===== src/rtl/dmem_subword_if.sv =====
// Bus bundle between the MEM stage (master) and the sub-word data memory (slave).
// Optional store counter port present only when DMEM_STORE_COUNT_EN is defined.
interface dmem_subword_if
`ifdef DMEM_STORE_COUNT_EN
    #(parameter int COUNT_W = 16)
`endif
    ;
    logic [31:0] adr;
    logic [31:0] writedata;
    logic [1:0]  memwrite;
    logic [1:0]  memread;
    logic        load_unsigned;
    logic [31:0] readdata;
    logic        rvalid;
    logic        misalign;
`ifdef DMEM_STORE_COUNT_EN
    logic [COUNT_W-1:0] store_count;
`endif

    modport master (
        output adr, writedata, memwrite, memread, load_unsigned,
        input  readdata, rvalid, misalign
`ifdef DMEM_STORE_COUNT_EN
        , input store_count
`endif
    );

    modport slave (
        input  adr, writedata, memwrite, memread, load_unsigned,
        output readdata, rvalid, misalign
`ifdef DMEM_STORE_COUNT_EN
        , output store_count
`endif
    );
endinterface


===== src/rtl/dmem_subword.sv =====
// Data-memory responder for the pipelined MIPS core: byte/half/word stores with
// per-lane enables, sign/zero-extended sub-word loads with 1-cycle registered
// latency, and sticky misaligned-access detection.
// Optional feature macro: DMEM_STORE_COUNT_EN adds a wrapping committed-store counter.
module dmem_subword #(
    parameter int ADDR_W  = 6,
    parameter int COUNT_W = 16
) (
    input logic           clk,
    input logic           reset,
    dmem_subword_if.slave bus
);

    localparam int DEPTH = 2 ** ADDR_W;

    logic [31:0]       mem_r [0:DEPTH-1];
    logic [31:0]       readdata_r;
    logic              rvalid_r;
    logic              misalign_r;

    logic [ADDR_W-1:0] word_idx_s;
    logic [1:0]        lane_s;
    logic              store_req_s;
    logic              load_req_s;
    logic              store_misal_s;
    logic              load_misal_s;
    logic              store_ok_s;
    logic              load_ok_s;
    logic              misal_evt_s;
    logic [3:0]        be_s;
    logic [31:0]       wdata_s;
    logic [31:0]       rd_word_s;
    logic [7:0]        byte_s;
    logic [15:0]       half_s;
    logic [31:0]       load_data_s;
    logic              unused_s;

    // Upper address bits wrap modulo the array size and are deliberately ignored.
    assign word_idx_s  = bus.adr[ADDR_W+1:2];
    assign lane_s      = bus.adr[1:0];
    assign store_req_s = (bus.memwrite != 2'b00);
    assign load_req_s  = (bus.memread != 2'b00);

    // Alignment check per access size; byte accesses can never be misaligned.
    always_comb begin
        store_misal_s = 1'b0;
        load_misal_s  = 1'b0;
        case (bus.memwrite)
            2'b10:   store_misal_s = bus.adr[0];
            2'b11:   store_misal_s = (bus.adr[1:0] != 2'b00);
            default: store_misal_s = 1'b0;
        endcase
        case (bus.memread)
            2'b10:   load_misal_s = bus.adr[0];
            2'b11:   load_misal_s = (bus.adr[1:0] != 2'b00);
            default: load_misal_s = 1'b0;
        endcase
    end

    // A store always wins over a simultaneous load; the load side is then ignored
    // entirely, including its alignment.
    assign store_ok_s  = store_req_s && !store_misal_s;
    assign load_ok_s   = !store_req_s && load_req_s && !load_misal_s;
    assign misal_evt_s = (store_req_s && store_misal_s) ||
                         (!store_req_s && load_req_s && load_misal_s);

    // Lane enables and right-justified store data replicated across lanes.
    always_comb begin
        be_s    = 4'b0000;
        wdata_s = bus.writedata;
        case (bus.memwrite)
            2'b01: begin
                be_s    = 4'b0001 << lane_s;
                wdata_s = {4{bus.writedata[7:0]}};
            end
            2'b10: begin
                if (bus.adr[1]) begin
                    be_s = 4'b1100;
                end else begin
                    be_s = 4'b0011;
                end
                wdata_s = {2{bus.writedata[15:0]}};
            end
            2'b11: begin
                be_s    = 4'b1111;
                wdata_s = bus.writedata;
            end
            default: begin
                be_s    = 4'b0000;
                wdata_s = bus.writedata;
            end
        endcase
    end

    // RAM array: byte-lane writes committed at the edge; contents survive reset.
    always_ff @(posedge clk) begin
        if (store_ok_s) begin
            for (int k = 0; k < 4; k++) begin
                if (be_s[k]) begin
                    mem_r[word_idx_s][8*k +: 8] <= wdata_s[8*k +: 8];
                end
            end
        end
    end

    assign rd_word_s = mem_r[word_idx_s];
    assign byte_s    = rd_word_s[{lane_s, 3'b000} +: 8];
    assign half_s    = rd_word_s[{bus.adr[1], 4'b0000} +: 16];

    // Lane selection and sign/zero extension of the combinational read.
    always_comb begin
        load_data_s = 32'h0000_0000;
        case (bus.memread)
            2'b01: begin
                if (bus.load_unsigned) begin
                    load_data_s = {24'h00_0000, byte_s};
                end else begin
                    load_data_s = {{24{byte_s[7]}}, byte_s};
                end
            end
            2'b10: begin
                if (bus.load_unsigned) begin
                    load_data_s = {16'h0000, half_s};
                end else begin
                    load_data_s = {{16{half_s[15]}}, half_s};
                end
            end
            2'b11:   load_data_s = rd_word_s;
            default: load_data_s = 32'h0000_0000;
        endcase
    end

    // Registered load result, one-cycle valid pulse and sticky misalign flag.
    always_ff @(posedge clk or posedge reset) begin
        if (reset) begin
            readdata_r <= 32'h0000_0000;
            rvalid_r   <= 1'b0;
            misalign_r <= 1'b0;
        end else begin
            rvalid_r <= load_ok_s;
            if (load_ok_s) begin
                readdata_r <= load_data_s;
            end
            if (misal_evt_s) begin
                misalign_r <= 1'b1;
            end
        end
    end

    assign bus.readdata = readdata_r;
    assign bus.rvalid   = rvalid_r;
    assign bus.misalign = misalign_r;

`ifdef DMEM_STORE_COUNT_EN
    logic [COUNT_W-1:0] store_count_r;

    // Committed-store counter; wraps naturally at 2**COUNT_W.
    always_ff @(posedge clk or posedge reset) begin
        if (reset) begin
            store_count_r <= '0;
        end else if (store_ok_s) begin
            store_count_r <= store_count_r + {{(COUNT_W-1){1'b0}}, 1'b1};
        end
    end

    assign bus.store_count = store_count_r;
    assign unused_s = ^bus.adr[31:ADDR_W+2];
`else
    assign unused_s = ^{bus.adr[31:ADDR_W+2], COUNT_W[0]};
`endif

endmodule


===== src/flat_wrapper.sv =====
// flat-port wrapper written by rule: the top's interface ports become plain ports
module dmem_subword_flat 
#(
    parameter int ADDR_W  = 6,
    parameter int COUNT_W = 16
)
  (clk, reset, bus_adr, bus_writedata, bus_memwrite, bus_memread, bus_load_unsigned, bus_readdata, bus_rvalid, bus_misalign);
  dmem_subword_if bus_i ();
  input logic clk;
  input logic reset;
  input wire logic [$bits(bus_i.adr)-1:0] bus_adr;
  input wire logic [$bits(bus_i.writedata)-1:0] bus_writedata;
  input wire logic [$bits(bus_i.memwrite)-1:0] bus_memwrite;
  input wire logic [$bits(bus_i.memread)-1:0] bus_memread;
  input wire logic [$bits(bus_i.load_unsigned)-1:0] bus_load_unsigned;
  output wire logic [$bits(bus_i.readdata)-1:0] bus_readdata;
  output wire logic [$bits(bus_i.rvalid)-1:0] bus_rvalid;
  output wire logic [$bits(bus_i.misalign)-1:0] bus_misalign;
  assign bus_i.adr = bus_adr;
  assign bus_i.writedata = bus_writedata;
  assign bus_i.memwrite = bus_memwrite;
  assign bus_i.memread = bus_memread;
  assign bus_i.load_unsigned = bus_load_unsigned;
  assign bus_readdata = bus_i.readdata;
  assign bus_rvalid = bus_i.rvalid;
  assign bus_misalign = bus_i.misalign;
  dmem_subword #(.ADDR_W(ADDR_W), .COUNT_W(COUNT_W)) u_core (.clk(clk), .reset(reset), .bus(bus_i));
endmodule

===== config.mk =====
export PLATFORM = sky130hd
export DESIGN_NAME = dmem_subword_flat
export DESIGN_NICKNAME = d
export VERILOG_FILES = /design/src/rtl/dmem_subword_if.sv /design/src/rtl/dmem_subword.sv /design/src/flat_wrapper.sv
export SDC_FILE = /design/constraint.sdc
export NUM_CORES = 2
export LEC_CHECK = 0
export CELL_PAD_IN_SITES_DETAIL_PLACEMENT = 2
export CELL_PAD_IN_SITES_GLOBAL_PLACEMENT = 2
export CORE_AREA = 8 8 407 409
export DETAILED_ROUTE_END_ITERATION = 10
export DIE_AREA = 0 0 415 417
export PLACE_DENSITY_LB_ADDON = 0.3
export SYNTH_ARGS = -nofsm -noshare
export SYNTH_HDL_FRONTEND = slang
export SYNTH_SLANG_ARGS = --single-unit
export TNS_END_PERCENT = 50

===== constraint.sdc =====
create_clock -name clk -period 6.85 [get_ports clk]
set_clock_uncertainty 0.2 [all_clocks]
set_input_delay 1.0275 -clock clk [delete_from_list [all_inputs] [get_ports clk]]
set_output_delay 1.0275 -clock clk [all_outputs]
set_load 0.01 [all_outputs]

==> flow_metrics.py, run 1 <==
metrics = {
    "synthesis": {
        "seq_area_frac_synth": 0.7582,
        "synth_compound_area_frac": 0.09658,
        "synth_area_um2": 82240,
        "synth_edf_count": 2048,
        "synth.top_cell.area_share": 0.7478,
        "yosysMostFrequentCell": "edfxtp_1",
        "syn-num-nets": 4822,
        "yosys.area_share.simple": 0.04847,
        "synth.mux.area_fraction": 0.07169,
        "ys.flop_type": "edfxtp_1",
        "synth_top_family_by_area": "compound AO/OA/AOI/OAI gates",
        "yosys-top-cells-area": "edfxtp_1 75%, a22oi_1 3.3%, mux2i_1 2.6%, mux2_2 2.2%, mux4_2 2.2%",
        "synth_cell_types": 85,
        "avgSynthCellArea_um2": 17.32,
        "synth_cells": 4747,
        "synth_fa_ha_area_frac": 0.0006086,
        "yosys_warnings": 0,
        "async_flop_share": 0.01633,
        "synth_common_cells": "2048 x edfxtp_1, 359 x a22oi_1, 328 x nor2_1",
        "yosysTopAreaCell": "edfxtp_1",
        "yosys_register_bits": 2082,
        "synthXorXnorAreaFrac": 0,
    },
    "outcome": {
        "error": "[ERROR DPL-0033] detailed placement checks failed during check placement.",
        "status": "did not finish",
        "failed_stage": "3_5_place_dp",
    },
    "floorplanning": {
        "die_w_um": 415,
        "rows": 147,
        "die_h_um": 417,
        "initial_utilization": 0.5163,
        "io-pin-count": 105,
    },
    "placed_design": {
        "hpwlAfterDp_um": 235700,
        "portBuffers": 80,
        "gp_congestion": 0.9154,
    },
}
cell families after synthesis:
family / count (synthesis)
compound gates: 1029
mux: 466
fa+ha+maj: 4
simple gates: 794
buf+inv: 372
flops: 2082
metrics by stage:
stage	hold slack [ns]	instance area (µm²)	instances	setup WS (ns)
after floorplan	0.3192	82240	4747	2.447
after global placement	0.3219	86570	6864	1.178
==> inputs of run 2 (changes only) <==
==> config.mk (replaced) <==
export PLATFORM = sky130hd
export DESIGN_NAME = dmem_subword_flat
export DESIGN_NICKNAME = d
export VERILOG_FILES = /design/src/rtl/dmem_subword_if.sv /design/src/rtl/dmem_subword.sv /design/src/flat_wrapper.sv
export SDC_FILE = /design/constraint.sdc
export NUM_CORES = 2
export LEC_CHECK = 0
export CORE_AREA = 8 8 463 465
export DETAILED_ROUTE_END_ITERATION = 10
export DIE_AREA = 0 0 471 473
export PLACE_DENSITY_LB_ADDON = 0.15
export SYNTH_ARGS = -nofsm -noshare
export SYNTH_HDL_FRONTEND = slang
export SYNTH_SLANG_ARGS = --single-unit
export TNS_END_PERCENT = 50
==> run 2 against run 1 <==
  * Synthesized cell count did not move
  * The flow now finishes without violations
  * Synthesized area did not move
==> flow_metrics.py, run 2 <==
metrics = {
    "outcome": {
        "status": "complete, no violations",
    },
    "cts": {
        "cts.htree.levels": 4,
        "ctsResizeCount": 0,
        "cts_inserted_buffers": 217,
        "post-cts-setup-buffers": 0,
        "cts_hold_buf": 0,
        "path_clk_slew_ns": 0.06,
        "clockBufferDepth": 3,
        "cts_root_buf": "clkbuf_16",
        "clkSinkCount": 2082,
        "worstSkewPairLatency_ns": 0.88,
        "cts_tree": "built",
    },
    "placed_design": {
        "numPlacedInstances": 7525,
        "dpl_cell_area_um2": 87660,
        "portBuffers": 80,
        "dp_slack_ns": 1.462,
        "hpwlAfterDp_um": 197800,
        "gp_congestion": 0.9594,
    },
    "synthesis": {
        "seq_area_frac_synth": 0.7582,
        "yosys-top-cells-area": "edfxtp_1 75%, a22oi_1 3.3%, mux2i_1 2.6%, mux2_2 2.2%, mux4_2 2.2%",
        "synth_area_um2": 82240,
        "yosys_register_bits": 2082,
        "synth_cells": 4747,
        "yosys_warnings": 0,
        "synth.top_cell.area_share": 0.7478,
        "synth_cell_types": 85,
        "avgSynthCellArea_um2": 17.32,
        "async_flop_share": 0.01633,
        "yosysTopAreaCell": "edfxtp_1",
        "syn-num-nets": 4822,
        "synth_edf_count": 2048,
        "ys.flop_type": "edfxtp_1",
        "synth_common_cells": "2048 x edfxtp_1, 359 x a22oi_1, 328 x nor2_1",
        "yosysMostFrequentCell": "edfxtp_1",
    },
    "timing": {
        "fmax_mhz": 216.9,
        "fin_tns_setup_ns": 0,
        "period_share": 0.6730,
        "worst_pin_slew_ns": 1.405,
        "fin_ws_ns": 2.240,
        "slew_headroom": 0.05999,
        "rsz0062_at_grt": "no",
        "fin_crit_ns": 4.610,
        "drv_slew": 0,
        "whs_ns": 0.3615,
        "hold_viol": 0,
        "setup_violations": 0,
    },
    "critical_path": {
        "critical_path.startpoint_type": "input port",
        "worstPathRequired_ns": 7.13,
        "cpLargestDelayFamily": "simple AND/OR/NAND/NOR gates",
        "cp_num_buf_inv": 2,
        "critPathMaxFanout": 73,
        "cp.arrival_ns": 4.89,
        "critical_path.cell_chain": "buf_8, and3_4, buf_4, nand2_1, nor2_1",
        "crit_type": "input port to flop",
        "slowest_delay_ns": 1.06,
        "crit_path_end_kind": "flop",
        "critical-path-slowest-cell": "nor2_1",
    },
    "route": {
        "drc": 0,
        "first_iter_violations": 7166,
        "ant_nets": 0,
        "drt-met1-wl_um": 121100,
        "wl_met2_um": 136200,
        "finalWirelength_um": 304100,
        "num_vias": 49790,
        "dr_wl_met3_um": 27740,
        "drt-vias-per-instance": 6.276,
        "wl_per_cell_um": 38.33,
        "top_layer": "met5",
        "drt_first_pass_iters": 6,
    },
    "power": {
        "power.internal_mw": 21.27,
        "vdd_drop_max_v": 0.0002273,
        "power_density_nw_per_um2": 295.3,
        "p_switching_mw": 6.624,
        "swShare": 0.2375,
        "p_leak_nw": 29.24,
        "sequentialPowerShare": 0.515,
        "power_frac_clock": 0.409,
        "combPwrFrac": 0.076,
        "p_total_mw": 27.89,
    },
    "final_layout": {
        "postLayoutCoreUtil": 0.4575,
        "largest_reg_flops": 2048,
        "nets": 5115,
        "multiInputGateArea_um2": 18260,
        "area_delta_synth_final_pct": 14.85,
        "layout_common_cells": "2048 x edfxtp_1, 359 x a22oi_1, 329 x buf_4",
        "regMostFlops": "u_core.mem_r",
        "seq_area_um2": 62350,
        "finalNonFillerCells": 7934,
        "finalInstanceArea_um2": 94450,
        "drive_gt1_frac": 0.1865,
        "n_fill_cell": 17810,
        "layout_commonest_cell": "edfxtp_1",
    },
    "floorplanning": {
        "io-pin-count": 105,
        "die_h_um": 473,
        "initial_utilization": 0.3983,
        "core_um2": 206400,
        "rows": 167,
        "die_w_um": 471,
        "dieArea_um2": 222800,
    },
    "global_route": {
        "antenna_found_initial": 23,
        "grt_usage": 0.2625,
        "grt_start_max_net_pins": 74,
        "first_global_vias": 47120,
        "overflow": 0,
        "grt_pass1_wl_um": 409300,
    },
    "worst_hold_path": {
        "hold_path.class": "flop to flop",
    },
    "flow_run": {
        "cap_viol_max_count": 0,
    },
}
## run 2: cell families (layout without fill, tap and decap cells)
kind of cell               count (synthesis)  count (layout)  synth area share
DFF                                     2082            2082            0.7582
AOI/OAI and AO/OA                       1029            1029           0.09658
and+or+nand+nor                          794             794           0.04847
muxes                                    466             466           0.07169
buffers and inverters                    372             842           0.02447
adders and majority gates                  4               4         0.0006086
other                                      0              13                 0
## run 2: final timing paths
check                                   startpoint                      end  slack [ns]  cells after the start
setup reg to reg              u_core.mem_r[38][29]  u_core.bus.readdata[29]        3.42                      7
max in group asynchronous                    reset   u_core.bus.readdata[8]        5.38                      2
hold / removal             u_core.bus.readdata[15]  u_core.bus.readdata[15]        0.36                      2
hold reg to reg            u_core.bus.readdata[15]  u_core.bus.readdata[15]        0.36                      2
setup / recovery                        bus_adr[3]     u_core.mem_r[47][11]        2.24                      5
min in group asynchronous                    reset  u_core.bus.readdata[23]        0.45                      2
## run 2: final cells by class
class,count,area share
multi-input cells,2293,0.1933
inverters,20,0.0008743
clock buffers,293,0.06193
flip-flops and latches,2082,0.6601
well taps,2704,0.03582
diodes,13,0.0003444
repair buffers,426,0.03797
clock inverters,103,0.009618
## run 2: tightest hold or removal path: stages, from the launching register on
cell and delay [ns]:
dfrtp_1 0.38, nor2_1 0.10, a31oi_1 0.04
## run 2: power groups by stage
stage / combinational, mW / clock (mW) / sequential, mW
3_3_place_gp: 2.07 / 0 / 14.6
6_report: 2.13 / 11.4 / 14.4
4_1_cts: 2.09 / 11.5 / 14.4
5_1_grt: 2.18 / 12.0 / 14.4
3_5_place_dp: 2.09 / 0 / 14.6
2_1_floorplan: 0.971 / 0 / 14.6
## run 2: metal layers
| layer | vias to the layer above | track usage |
|---|---|---|
| li1 | 20080 | - |
| met1 | 26210 | 0.3587 |
| met2 | 2891 | 0.4009 |
| met3 | 607 | 0.04806 |
| met4 | 6 | 0.1405 |
| met5 | - | 0 |
Note: power is estimated with default switching activity, not from simulation.
